--- src/rtl/mul_pkg.sv ---
// Shared types and sizing helpers for the shift-and-add multiplier.
package mul_pkg;

  typedef enum logic [1:0] {
    IDLE = 2'd0,
    RUN  = 2'd1,
    DONE = 2'd2
  } state_e;

  localparam int DEFAULT_WIDTH = 16;

  function automatic int cnt_width(input int w);
    return (w > 1) ? $clog2(w) : 1;
  endfunction

  localparam int COUNT_W = cnt_width(DEFAULT_WIDTH);

endpackage

--- src/rtl/shift_add_datapath.sv ---
// Multiplicand/multiplier shift registers and accumulator, one partial product per step.
module shift_add_datapath
  import mul_pkg::*;
#(
  parameter int WIDTH = DEFAULT_WIDTH
) (
  input  logic                 clk,
  input  logic                 rst,
  input  logic                 load_i,
  input  logic                 step_i,
  input  logic [WIDTH-1:0]     a_i,
  input  logic [WIDTH-1:0]     b_i,
  output logic [2*WIDTH-1:0]   acc_nxt_o
);

  logic [2*WIDTH-1:0] mcand_q, mcand_d;
  logic [WIDTH-1:0]   mplier_q, mplier_d;
  logic [2*WIDTH-1:0] acc_q, acc_d;

  always_comb begin
    mcand_d  = mcand_q;
    mplier_d = mplier_q;
    acc_d    = acc_q;
    if (load_i) begin
      mcand_d  = {{WIDTH{1'b0}}, a_i};
      mplier_d = b_i;
      acc_d    = '0;
    end else if (step_i) begin
      // Operands are at most WIDTH bits each, so the 2*WIDTH sum never carries out.
      if (mplier_q[0]) acc_d = acc_q + mcand_q;
      mcand_d  = mcand_q << 1;
      mplier_d = mplier_q >> 1;
    end
  end

  always_ff @(posedge clk) begin
    if (rst) begin
      mcand_q  <= '0;
      mplier_q <= '0;
      acc_q    <= '0;
    end else begin
      mcand_q  <= mcand_d;
      mplier_q <= mplier_d;
      acc_q    <= acc_d;
    end
  end

  assign acc_nxt_o = acc_d;

endmodule

--- src/rtl/shift_add_multiplier.sv ---
// Sequential shift-and-add multiplier, fixed WIDTH-cycle latency, registered outputs.
// Define SIGNED_MODE_EN for two's-complement operands and product.
//
//   state | meaning
//   IDLE  | waiting for start; operands captured on the accepting edge
//   RUN   | one shift/add iteration per cycle, WIDTH iterations
//   DONE  | product new and valid; done/wr_en high for this cycle only
module shift_add_multiplier
  import mul_pkg::*;
#(
  parameter int WIDTH = DEFAULT_WIDTH
) (
  input  logic                 clk,
  input  logic                 rst,
  input  logic                 start,
  input  logic [WIDTH-1:0]     a,
  input  logic [WIDTH-1:0]     b,
  output logic                 busy,
  output logic                 done,
  output logic                 wr_en,
  output logic [2*WIDTH-1:0]   product
);

  localparam int CW = cnt_width(WIDTH);

  state_e             state_q, state_d;
  logic [CW-1:0]      cnt_q, cnt_d;
  logic [2*WIDTH-1:0] product_q, product_d;
  logic [2*WIDTH-1:0] acc_nxt;
  logic [2*WIDTH-1:0] result;
  logic [WIDTH-1:0]   op_a, op_b;
  logic               load, step;

`ifdef SIGNED_MODE_EN
  logic neg_q, neg_d;

  // Magnitudes fit in WIDTH unsigned bits, including the most-negative value.
  assign op_a   = a[WIDTH-1] ? (~a + 1'b1) : a;
  assign op_b   = b[WIDTH-1] ? (~b + 1'b1) : b;
  assign result = neg_q ? (~acc_nxt + 1'b1) : acc_nxt;
`else
  assign op_a   = a;
  assign op_b   = b;
  assign result = acc_nxt;
`endif

  shift_add_datapath #(.WIDTH(WIDTH)) u_datapath (
    .clk       (clk),
    .rst       (rst),
    .load_i    (load),
    .step_i    (step),
    .a_i       (op_a),
    .b_i       (op_b),
    .acc_nxt_o (acc_nxt)
  );

  always_comb begin
    state_d   = state_q;
    cnt_d     = cnt_q;
    product_d = product_q;
    load      = 1'b0;
    step      = 1'b0;
`ifdef SIGNED_MODE_EN
    neg_d     = neg_q;
`endif
    unique case (state_q)
      IDLE: begin
        if (start) begin
          load    = 1'b1;
          cnt_d   = '0;
          state_d = RUN;
`ifdef SIGNED_MODE_EN
          neg_d   = a[WIDTH-1] ^ b[WIDTH-1];
`endif
        end
      end
      RUN: begin
        step  = 1'b1;
        cnt_d = cnt_q + 1'b1;
        if (cnt_q == CW'(WIDTH - 1)) begin
          product_d = result;
          state_d   = DONE;
        end
      end
      DONE: state_d = IDLE;
      default: state_d = IDLE;
    endcase
  end

  always_ff @(posedge clk) begin
    if (rst) begin
      state_q   <= IDLE;
      cnt_q     <= '0;
      product_q <= '0;
`ifdef SIGNED_MODE_EN
      neg_q     <= 1'b0;
`endif
    end else begin
      state_q   <= state_d;
      cnt_q     <= cnt_d;
      product_q <= product_d;
`ifdef SIGNED_MODE_EN
      neg_q     <= neg_d;
`endif
    end
  end

  assign busy    = (state_q == RUN) || (state_q == DONE);
  assign done    = (state_q == DONE);
  assign wr_en   = (state_q == DONE);
  assign product = product_q;

endmodule

--- config.mk ---
export PLATFORM = sky130hd
export DESIGN_NAME = shift_add_multiplier
export DESIGN_NICKNAME = d
export VERILOG_FILES = /design/src/rtl/mul_pkg.sv /design/src/rtl/shift_add_datapath.sv /design/src/rtl/shift_add_multiplier.sv
export SDC_FILE = /design/constraint.sdc
export NUM_CORES = 1
export LEC_CHECK = 0
export CORE_AREA = 2 2 130 132
export CTS_CLUSTER_DIAMETER = 100
export DETAILED_ROUTE_END_ITERATION = 7
export DIE_AREA = 0 0 132 134
export GPL_ROUTABILITY_DRIVEN = 0
export PLACE_DENSITY_LB_ADDON = 0.3
export SYNTH_ARGS = -nofsm -noshare
export SYNTH_HDL_FRONTEND = slang
export SYNTH_SLANG_ARGS = --single-unit
--- constraint.sdc ---
create_clock -name clk -period 6.6 [get_ports clk]
set_input_delay 1.32 -clock clk [delete_from_list [all_inputs] [get_ports clk]]
set_output_delay 1.32 -clock clk [all_outputs]
set_load 0.02 [all_outputs]
---- After elaboration in Yosys (flattened, before gate mapping) ----
Cells that the tools add are included.
word-level totals
  register bits ........................... 118
  input bits .............................. 35
  output and inout bits ................... 35
  logic and storage cells ................. 37
operators by class
  add/subtract/negate cells ............... 2
  equal/unequal tests ..................... 5
  mux-type cells .......................... 15
  reductions and logical operators ........ 8
operators by type and width
  cell                 count
  $mux 32              3
  $mux 16              4
  $add 32x32->32       1
  $pmux 4 s2           1
  $reduce_and 2->1     3
  $add 4x1->4 const B  1
  $eq 4x4->1 const B   1
  $mux 2               2
  $mux 4               1
  $ne 2x2->1 const B   2
  $pmux 2 s2           1
  $reduce_bool 2->1    2
  $mux 1               3
  $eq 2x1->1 const B   1
  $eq 2x2->1 const B   1
  $logic_not 2->1      1
  $reduce_or 2->1      1
  $logic_or 1x1->1     1

---- Logic depth before layout (Yosys ltp) ----
Gate-level depths: netlist of the first run.
  depth after elaboration ................. 4
  mapped depth ............................ 11

---- Hierarchy ----
Synthesis of the first run repeated with hierarchy kept, for this count alone.
second synthesis, totals
  cell total of the unflattened synthesis .. 888
  area total of the unflattened synthesis .. 6964.2 µm²
by module, submodules not included
  module                instances  cells each  area each (µm²)
  shift_add_datapath    1          707         5496.5
  shift_add_multiplier  1          181         1467.7

---- Least setup slack after synthesis of the first run ----
Ideal clock, no wire load.
  path type ............................... input port to flip-flop
  start point ............................. input rst
  end point ............................... register product_q[23], in the netlist product[23]
  setup time .............................. 57 ps
  data arrival time ....................... 2444 ps
  data required time ...................... 6543 ps
  slack ................................... 4098 ps
  cell stages on the path ................. 7
  buffers on the path ..................... 1
  path through ............................ buf_4 inv_1 nand2_1 nor3_1 or3b_1 nand3_1 a21bo_1
RTL lines
  item                    RTL line                     RTL
  start: declaration      shift_add_multiplier.sv:14   input logic rst,
  end signal: assignment  shift_add_multiplier.sv:101  product_q <= product_d;
  end: declaration        shift_add_multiplier.sv:28   logic [2*WIDTH-1:0] product_q, product_d;

---- Final worst setup path of the first run ----
  start point ............................. register state_q[1]
  end point ............................... register product_q[16], in the netlist product[16]
between the ends
  cells in the longest elaborated chain, start to end .. 4
  elaborated cells between the ends (all ways) .. 7
  classes of those cells .................. 1 x eq/ne; 4 x mux; 2 x reduce/logical
ends and longest elaborated chain
  item                      RTL line                    RTL
  start: declaration        shift_add_multiplier.sv:26  state_e state_q, state_d;
  start signal: assignment  shift_add_multiplier.sv:99  state_q <= state_d;
  $eq 2x1->1                shift_add_multiplier.sv:66  unique case (state_q)
  $mux 1                    shift_add_multiplier.sv:66
  $mux 32                   shift_add_datapath.sv:28    end else if (step_i) begin
  $mux 32                   shift_add_datapath.sv:24    if (load_i) begin
Parallel ways exist; a longest one is shown, timed or not.
A chain may end at the register's enable or synchronous reset.

==> flow_summary.yaml, run 1 <==
finish:
  final_cell_mix: "dfxtp_1, nor2_1, clkdlybuf4s50_1"
  antenna_cells: 0
  final_common_cell: "dfxtp_1"
  nets: 904
  final_core_util_pct: 49.8
  synthToLayoutAreaGrowth_pct: 21.7
  drive_gt1_share_pct: 7.80
  fill_cells: 1569
timing:
  timing.slew.headroom_pct: 39.8
  worst_pin_slew_ns: 0.900
  fin_crit_sh_pct: 49.1
  finClkSkew_ns: 0.00740
  finalHoldViolCount: 0
  setup_viol: 0
  fin_hold_ws_ns: 0.458
  clock.fmax_mhz: 308
  grt_setup_unrepaired: "no"
  slew_violations: 0
  finalSetupTns_ns: 0
  min_period_ns: 3.24
clock_tree:
  clock_sinks: 118
  post_cts_buffers: 0
  cts_resized: 0
  clk-insertion-delay-late_ns: 0.43
  cts_tree: "done"
  cts_max_level: 4
  cts_root_buf: "clkbuf_16"
  cts.path.max_buffers: 2
  clk_pin_slew_ns: 0.06
  cts_buffers: 17
  hold_buffers: 0
global_routing:
  grt_pass1_vias: 5457
  antenna_found_initial: 0
  overflow: 0
  grt_first_pass_wirelength_um: 28000
  grtUsageTotal_pct: 19.9
  grt_max_degree: 79
setup_path:
  cp_max_fo: 57
  r2r_setup_slack_ns: 3.36
  crit_arrival_ns: 3.56
  r2r_cells: 7
  r2r_end: "product[16]$_SDFFE_PP0P_"
  startpoint_type: "flip-flop"
  timing.rr.start: "state_q[1]$_SDFFE_PP0P_"
  critPathKind: "reg -> reg"
  critical_path_required_ns: 6.92
  worstSetupEndpointType: "flip-flop"
route:
  via_per_inst: 5.52
  wire_per_inst_um: 16.5
  detail-route-antenna-nets: 0
  wl_um: 17600
  drc: 0
  dr.pass1.iters: 6
  drt_iter0_drc: 365
  route.vias.total: 5884
power:
  p_per_area_nw_per_um2: 244
  p_comb_share_pct: 9.3
  p_sw_share_pct: 23.6
  irDropWorstVdd_mv: 0.182
  switchingPower_uw: 466
  p_total_uw: 1980
  p_seq_share_pct: 38.1
  clkPwrFrac_pct: 52.6
  internal-power_uw: 1510
  leakage_uw: 0.00313
floorplan:
  std_cell_rows: 47
  core_region_area_um2: 16300
  die_height_um: 134
  ios: 70
  floorplan.die_area_um2: 17700
  die_x_um: 132
  initial_core_util_pct: 41.0
synth:
  synth-xor-area-share_pct: 2.36
  yosys.area_share.simple_pct: 19.3
  synth_mux_area_share_pct: 8.70
  synth_edf_count: 0
  ys_warn_count: 0
  syn_area_um2: 6670
  synthAdderAreaFrac_pct: 6.86
  netlist_instances: 790
  ys.flop_type: "dfxtp_1"
  ys_seq_area_share_pct: 35.4
  async_reset_ff_share_pct: 0
  synth_seq_cells: 118
  syn_area_per_cell_um2: 8.45
  synth_top_family_by_area: "compound AO/OA/AOI/OAI gates"
  synth_compound_area_share_pct: 22.7
  synth_cell_types: 72
  synth_nets: 861
min_path:
  min-delay-start: "product[13]$_SDFFE_PP0P_"
  holdCritPathClass: "reg -> reg"
  worstHoldPathCells: 2
  whs_endpoint: "product[13]$_SDFFE_PP0P_"
status:
  status: "finished, final reports clean"
flow_run:
  cap_viol_max_count: 0
placement:
  dpl.hpwl_um: 12100
  port_buffers: 69
## cell type report
| type | count | area [µm²] | share of cell area [%] |
|---|---|---|---|
| Clock inverter | 11 | 196 | 2.42 |
| Inverter | 16 | 60.1 | 0.740 |
| Multi-Input combinational cell | 602 | 4000 | 49.3 |
| Timing Repair Buffer | 78 | 753 | 9.28 |
| Clock buffer | 21 | 470 | 5.79 |
| Sequential cell | 118 | 2360 | 29.1 |
| Tap cell | 220 | 275 | 3.39 |
## cell usage after synthesis, types with 7 or more instances
| cell | count | area [µm²] |
|---|---|---|
| and2_1 | 11 | 68.8 |
| nand3_1 | 32 | 160 |
| o21ai_0 | 24 | 120 |
| clkbuf_1 | 32 | 120 |
| or3_1 | 10 | 62.6 |
| inv_1 | 16 | 60.1 |
| nand2_1 | 65 | 244 |
| dfxtp_1 | 118 | 2360 |
| mux2i_1 | 58 | 581 |
| a21oi_1 | 63 | 315 |
| a21o_1 | 17 | 128 |
| and3_1 | 7 | 43.8 |
| nor3_1 | 25 | 125 |
| xor2_1 | 8 | 70.1 |
| nand4_1 | 10 | 62.6 |
| a211oi_1 | 31 | 233 |
| xnor2_1 | 10 | 87.6 |
| buf_1 | 8 | 30.0 |
| ha_1 | 35 | 438 |
| a31oi_1 | 9 | 56.3 |
| nor2_1 | 97 | 364 |
## kinds of logic (layout without fill, tap and decap cells)
logic type | count (synthesis) | after routing
AO/OA/AOI/OAI | 215 | 215
XOR/XNOR | 18 | 18
adder cells (fa/ha/maj) | 36 | 36
buffers and inverters | 70 | 126
flip-flops | 118 | 118
multiplexers | 58 | 58
AND/OR/NAND/NOR | 275 | 275
## worst max path at each step
stage | startpoint | end | slack (ns) | depth (start not counted)
2_1_floorplan | rst | product[23]$_SDFFE_PP0P_ | 4.10 | 7
3_3_place_gp | rst | product[29]$_SDFFE_PP0P_ | 2.98 | 6
3_5_place_dp | rst | product[29]$_SDFFE_PP0P_ | 2.92 | 6
4_1_cts | rst | product[29]$_SDFFE_PP0P_ | 3.35 | 6
5_1_grt | state_q[1]$_SDFFE_PP0P_ | product[9]$_SDFFE_PP0P_ | 3.12 | 7
6_report | state_q[1]$_SDFFE_PP0P_ | product[16]$_SDFFE_PP0P_ | 3.36 | 7
## through the flow
stage	worst slack [ns]	std cells	area, µm²
2_1_floorplan	4.10	790	6670
3_5_place_dp	2.92	1034	7450
5_1_grt	3.12	1066	8120
4_1_cts	3.35	1066	8120
6_report	3.36	1066	8120
3_3_place_gp	2.98	1034	7450
## power by group through the flow
| stage | registers [µW] | logic (µW) | clock network (µW) |
|---|---|---|---|
| global placement | 768 | 181 | 0 |
| floorplan | 761 | 135 | 0 |
| CTS | 753 | 184 | 1050 |
| finish | 754 | 183 | 1040 |
| global route | 756 | 201 | 1080 |
| detailed placement | 768 | 183 | 0 |
## layer usage
layer | GRT usage, % | vias to the layer above | share of wire, %
met5 | 0 | - | 0
met4 | 7.85 | 0 | 2.2
met3 | 3.93 | 27 | 3.5
met2 | 31.5 | 107 | 45
met1 | 26.8 | 2786 | 49
li1 | - | 2964 | -
## flip-flops by register name, indices dropped and copies added (netlist names)
name / cells
state_q: 2
cnt_q: 4
u_datapath.mplier_q: 16
u_datapath.acc_q: 32
u_datapath.mcand_q: 32
product: 32
## worst max-delay path, cell delays in order (launching register included)
cell and delay (ns):
dfxtp_1 0.31, inv_1 0.09, ha_2 0.16, buf_4 0.70, nand4_1 0.82, buf_4 0.53, a31o_2 0.29, a31o_2 0.20
No activity file was read; power rests on OpenSTA's default activity.
==> inputs of run 2 (changes only) <==
clock period = 3.25 ns   (was 6.6 ns; I/O delays follow)
==> run 2 against run 1 <==
  * Combinational power rose by 110%
  * Worst setup slack lost 2.8 ns
  * Clock skew rose by 0.0013 ns
  * Sequential power rose by 100%
  * Highest routed layer unchanged
  * Count of clock-buffer cells in the layout down 1
  * First-iteration DRC count rose by 6.0%
  * Sequential share of layout area fell by 0.20 points
  * Critical endpoint is now product[27]$_SDFFE_PP0P_
  * Register-to-register slack worse by 2.8 ns
  * Routed wire length is 4.2% higher
==> flow_summary.yaml, run 2 (synthesis results as in run 1) <==
floorplan:
  floorplan.die_area_um2: 17700
  std_cell_rows: 47
  core_region_area_um2: 16300
  die_x_um: 132
  die_height_um: 134
  initial_core_util_pct: 41.0
  ios: 70
global_routing:
  grt_first_pass_wirelength_um: 29400
  antenna_found_initial: 0
  busiest_layer: "met2"
  grt_util_met2_pct: 33.6
  grt_max_degree: 72
  grt_use_met1_pct: 26.9
  grt_util_met3_pct: 5.18
  grtUsageTotal_pct: 20.9
  grt_pass1_vias: 5689
  overflow: 0
finish:
  fill_cells: 1574
  final_cell_area_um2: 8170
  antenna_cells: 0
  nets: 911
  instances_no_fill: 1073
  final_common_cell: "dfxtp_1"
  final_core_util_pct: 50.2
  synthToLayoutAreaGrowth_pct: 22.5
  drive_gt1_share_pct: 8.56
  final_cell_mix: "dfxtp_1, nor2_1, clkdlybuf4s50_1"
setup_path:
  crit_arrival_ns: 2.99
  worstSetupEndpointType: "flip-flop"
  cp_max_fo: 4
  startpoint_type: "flip-flop"
  cpMaxStageDelayCell: "a2111oi_2"
  crit_path_cell_trace: "ha_1, a21oi_1, nand4b_1, a211o_1, a2111oi_2, nor3_1, xnor2_1, mux2i_1, o21ai_1"
  critPathKind: "reg -> reg"
  critical_path_required_ns: 3.55
  slowest_delay_ns: 0.50
route:
  drt_iter0_drc: 387
  via_per_inst: 5.57
  wire_per_inst_um: 17.1
  route.vias.total: 5978
  drc: 0
  detail-route-antenna-nets: 0
  wl_um: 18300
  dr.pass1.iters: 4
timing:
  timing.slew.headroom_pct: 48.5
  finalHoldViolCount: 0
  fin_crit_sh_pct: 82.6
  finalSetupTns_ns: 0
  worst_pin_slew_ns: 0.772
  clock.fmax_mhz: 373
  grt_setup_unrepaired: "no"
  setup_viol: 0
  finClkSkew_ns: 0.00865
  min_period_ns: 2.68
  slew_violations: 0
  fin_hold_ws_ns: 0.452
clock_tree:
  post_cts_buffers: 0
  cts_buffers: 17
  cts_max_level: 4
  cts_tree: "done"
  cts.path.max_buffers: 2
  cts_root_buf: "clkbuf_16"
  cts_resized: 0
  hold_buffers: 0
  clk-insertion-delay-late_ns: 0.43
  clk_pin_slew_ns: 0.06
  clock_sinks: 118
placement:
  port_buffers: 69
  dpl.hpwl_um: 13000
  placed_area_um2: 7520
  dpl.cell_count: 1041
min_path:
  holdCritPathClass: "reg -> reg"
power:
  leakage_uw: 0.00316
  p_per_area_nw_per_um2: 491
  irDropWorstVdd_mv: 0.378
flow_run:
  cap_viol_max_count: 0
status:
  status: "finished, final reports clean"
run 2: cell count changes in the layout (fill, tap and decap cells not counted):
cell and change:
clkbuf_8 -1, clkinv_2 +1, clkinv_4 -1, clkinvlp_4 +1, buf_4 +6, buf_12 +1
run 2: per-stage QoR:
stage | total power, µW | worst slack (ns)
after floorplan | 1820 | 0.788
after global placement | 1950 | 0.585
after detailed placement | 1950 | 0.579
after CTS | 4040 | 0.570
after global routing | 4140 | 0.372
final | 4010 | 0.566
run 2: where the power goes:
part           leakage, µW  switching [µW]  internal, µW
Clock             0.000312             692          1400
Combinational      0.00189             228           163
Sequential        0.000958            37.0          1490
run 2: worst paths after layout:
kind	end	slack, ns	start	depth (start not counted)
worst max register to register	product[27]$_SDFFE_PP0P_	0.57	u_datapath.mcand_q[1]$_SDFFE_PP0P_	9
worst max-delay path	product[27]$_SDFFE_PP0P_	0.57	u_datapath.mcand_q[1]$_SDFFE_PP0P_	9
worst min-delay path	product[3]$_SDFFE_PP0P_	0.45	product[3]$_SDFFE_PP0P_	2
worst min register to register	product[3]$_SDFFE_PP0P_	0.45	product[3]$_SDFFE_PP0P_	2
run 2: worst max-delay path, delay by kind of cell (launching register included):
family | cells | cell delay [ns]
and+or+nand+nor | 2 | 0.44
xor gates and xnor gates | 1 | 0.16
muxes | 1 | 0.24
DFF | 1 | 0.34
AOI/OAI and AO/OA | 4 | 1.09
adders and majority gates | 1 | 0.28
run 2: per-layer routing:
metal / part of all wire (%) / routed length, µm
met3: 4.8 / 884
met4: 2.2 / 410
met5: 0 / 0
met1: 46 / 8470
met2: 47 / 8550
run 2: cell type report:
type	instances	area (µm²)	share of cell area (%)
tap	220	275	3.37
timing repair buffer	85	818	10.0
sequential	118	2360	28.9
multi-input combinational	602	4000	49.0
clock inverter	12	200	2.45
clock buffer	20	457	5.59
inverter	16	60.1	0.735
==> inputs of run 3 (changes only) <==
clock period = 2.6 ns   (was 3.25 ns; I/O delays follow)
==> run 3 against run 2 <==
  * First-iteration DRC count up 3.1%
  * Worst hold slack better by 0.0016 ns
  * Fmax up 3.2%
  * The flow now finishes with violations (negative setup slack)
  * Total power up 22%
  * Flip-flop and latch count unchanged
  * Register-to-register slack worse by 0.57 ns
  * Cell count up 4.7%
  * Clock skew up 0.0024 ns
==> flow_summary.yaml, run 3 (synthesis results as in run 1) <==
clock_tree:
  clk_pin_slew_ns: 0.06
  cts_root_buf: "clkbuf_16"
  cts.path.max_buffers: 2
  clk-insertion-delay-late_ns: 0.43
  cts_max_level: 4
  clock_sinks: 118
  cts_tree: "done"
  hold_buffers: 0
  cts_buffers: 17
finish:
  final_cell_area_um2: 8720
  drive_gt1_share_pct: 16.7
  final_common_cell: "dfxtp_1"
  synthToLayoutAreaGrowth_pct: 30.7
  fill_cells: 1502
  final_cell_mix: "dfxtp_1, nor2_1, clkdlybuf4s50_1"
  nets: 961
  antenna_cells: 0
setup_path:
  critical_path_required_ns: 2.96
  timing.rr.start: "u_datapath.acc_q[0]$_SDFF_PP0_"
  cp_max_fo: 3
  startpoint_type: "flip-flop"
  worstSetupEndpointType: "flip-flop"
  r2r_cells: 11
  crit_arrival_ns: 2.97
  r2r_end: "product[22]$_SDFFE_PP0P_"
  r2r_setup_slack_ns: -0.0008
  critPathKind: "reg -> reg"
min_path:
  min-delay-start: "product[12]$_SDFFE_PP0P_"
  worstHoldPathCells: 2
  holdCritPathClass: "reg -> reg"
  whs_endpoint: "product[12]$_SDFFE_PP0P_"
power:
  leakage_uw: 0.00339
  p_per_area_nw_per_um2: 559
  irDropWorstVdd_mv: 0.445
route:
  wl_um: 19300
  route.vias.total: 6313
  detail-route-antenna-nets: 0
  wire_per_inst_um: 17.2
  drt_iter0_drc: 399
  via_per_inst: 5.62
  drc: 0
  dr.pass1.iters: 5
global_routing:
  overflow: 0
  grt_pass1_vias: 5880
  antenna_found_initial: 0
  grtUsageTotal_pct: 21.5
  grt_first_pass_wirelength_um: 30300
  grt_max_degree: 75
timing:
  fin_crit_sh_pct: 100
  finClkSkew_ns: 0.0110
  timing.slew.headroom_pct: 47.4
  finalSetupTns_ns: -0.000831
  min_period_ns: 2.60
  clock.fmax_mhz: 384
  worst_pin_slew_ns: 0.789
  setup_viol: 1
  slew_violations: 0
  post-route-worst-setup-slack_ns: -0.000831
  finalHoldViolCount: 0
  grt_setup_unrepaired: "yes"
floorplan:
  core_region_area_um2: 16300
  floorplan.die_area_um2: 17700
  ios: 70
  initial_core_util_pct: 41.0
  die_x_um: 132
  std_cell_rows: 47
  die_height_um: 134
placement:
  port_buffers: 69
  dpl.hpwl_um: 13500
  dp_slack_ns: -0.0515
  placed_area_um2: 7900
status:
  violations: "negative setup slack"
  status: "finished with violations"
flow_run:
  cap_viol_max_count: 0
-- run 3: cell types whose count changed in the layout (fill, tap and decap cells not counted), sizes merged --
cell      delta
buf         +50
bufinv       -2
clkbuf       -2
clkinv       +4
clkinvlp     -1
inv          +1
-- run 3: what timing repair did --
item,4_1_cts,5_1_grt
hold endpoints to repair,0,0
pin swaps,5,20
setup buffers,0,2
gates resized for setup,7,31
setup endpoints to repair,11,21
-- run 3: critical path, stage by stage, from the launching register on --
cell	delay (ns)
dfxtp_2	0.34
ha_4	0.16
inv_2	0.06
fa_2	0.22
nor2b_4	0.05
o2111a_2	0.27
o211a_4	0.27
o211ai_4	0.24
a21oi_2	0.09
or4b_4	0.49
a31o_1	0.23
a21oi_2	0.11
-- run 3: worst max-delay path by stage --
stage               cells past startpoint                        to  slack, ns                            from
finish                                 11  product[22]$_SDFFE_PP0P_    -0.0008  u_datapath.acc_q[0]$_SDFF_PP0_
global route                           11  product[22]$_SDFFE_PP0P_      -0.06  u_datapath.acc_q[0]$_SDFF_PP0_
CTS                                    10  product[31]$_SDFFE_PP0P_      0.005  u_datapath.acc_q[6]$_SDFF_PP0_
detailed placement                     11  product[26]$_SDFFE_PP0P_      -0.05  u_datapath.acc_q[0]$_SDFF_PP0_
global placement                       11  product[26]$_SDFFE_PP0P_     -0.005  u_datapath.acc_q[0]$_SDFF_PP0_
floorplan                              11  product[22]$_SDFFE_PP0P_       0.14  u_datapath.acc_q[0]$_SDFF_PP0_
-- run 3: report_power, final --
part	switching, µW	internal, µW	leakage (µW)
Combinational	308	251	0.00214
Clock	886	1520	0.000295
Sequential	46.0	1870	0.000959
-- run 3: metrics by stage --
step                      hold slack (ns)  cells  power [µW]  utilization [%]
after floorplan                     0.459    790        2280                -
after global placement              0.446   1089        2480             48.5
after detailed placement            0.446   1089        2480             48.5
after CTS                           0.460   1121        4880             52.3
after global routing                0.474   1123        5040             53.5
final                               0.454   1123        4880             53.5
-- run 3: area by class of cell --
| cell class | instances | area (µm²) | share of cell area (%) |
|---|---|---|---|
| multi-input combinational | 602 | 4210 | 48.2 |
| sequential | 118 | 2360 | 27.1 |
| clock inverter | 14 | 158 | 1.81 |
| tap | 220 | 275 | 3.16 |
| timing repair buffer | 135 | 1220 | 14.0 |
| clock buffer | 18 | 439 | 5.04 |
| inverter | 16 | 60.1 | 0.689 |
-- run 3: layer usage --
| layer | global-route usage, % | up-vias | share of wire [%] |
|---|---|---|---|
| li1 | - | 3080 | - |
| met1 | 28.6 | 3028 | 47 |
| met2 | 34.5 | 166 | 46 |
| met3 | 4.65 | 39 | 4.7 |
| met4 | 7.43 | 0 | 2.0 |
| met5 | 0 | - | 0 |
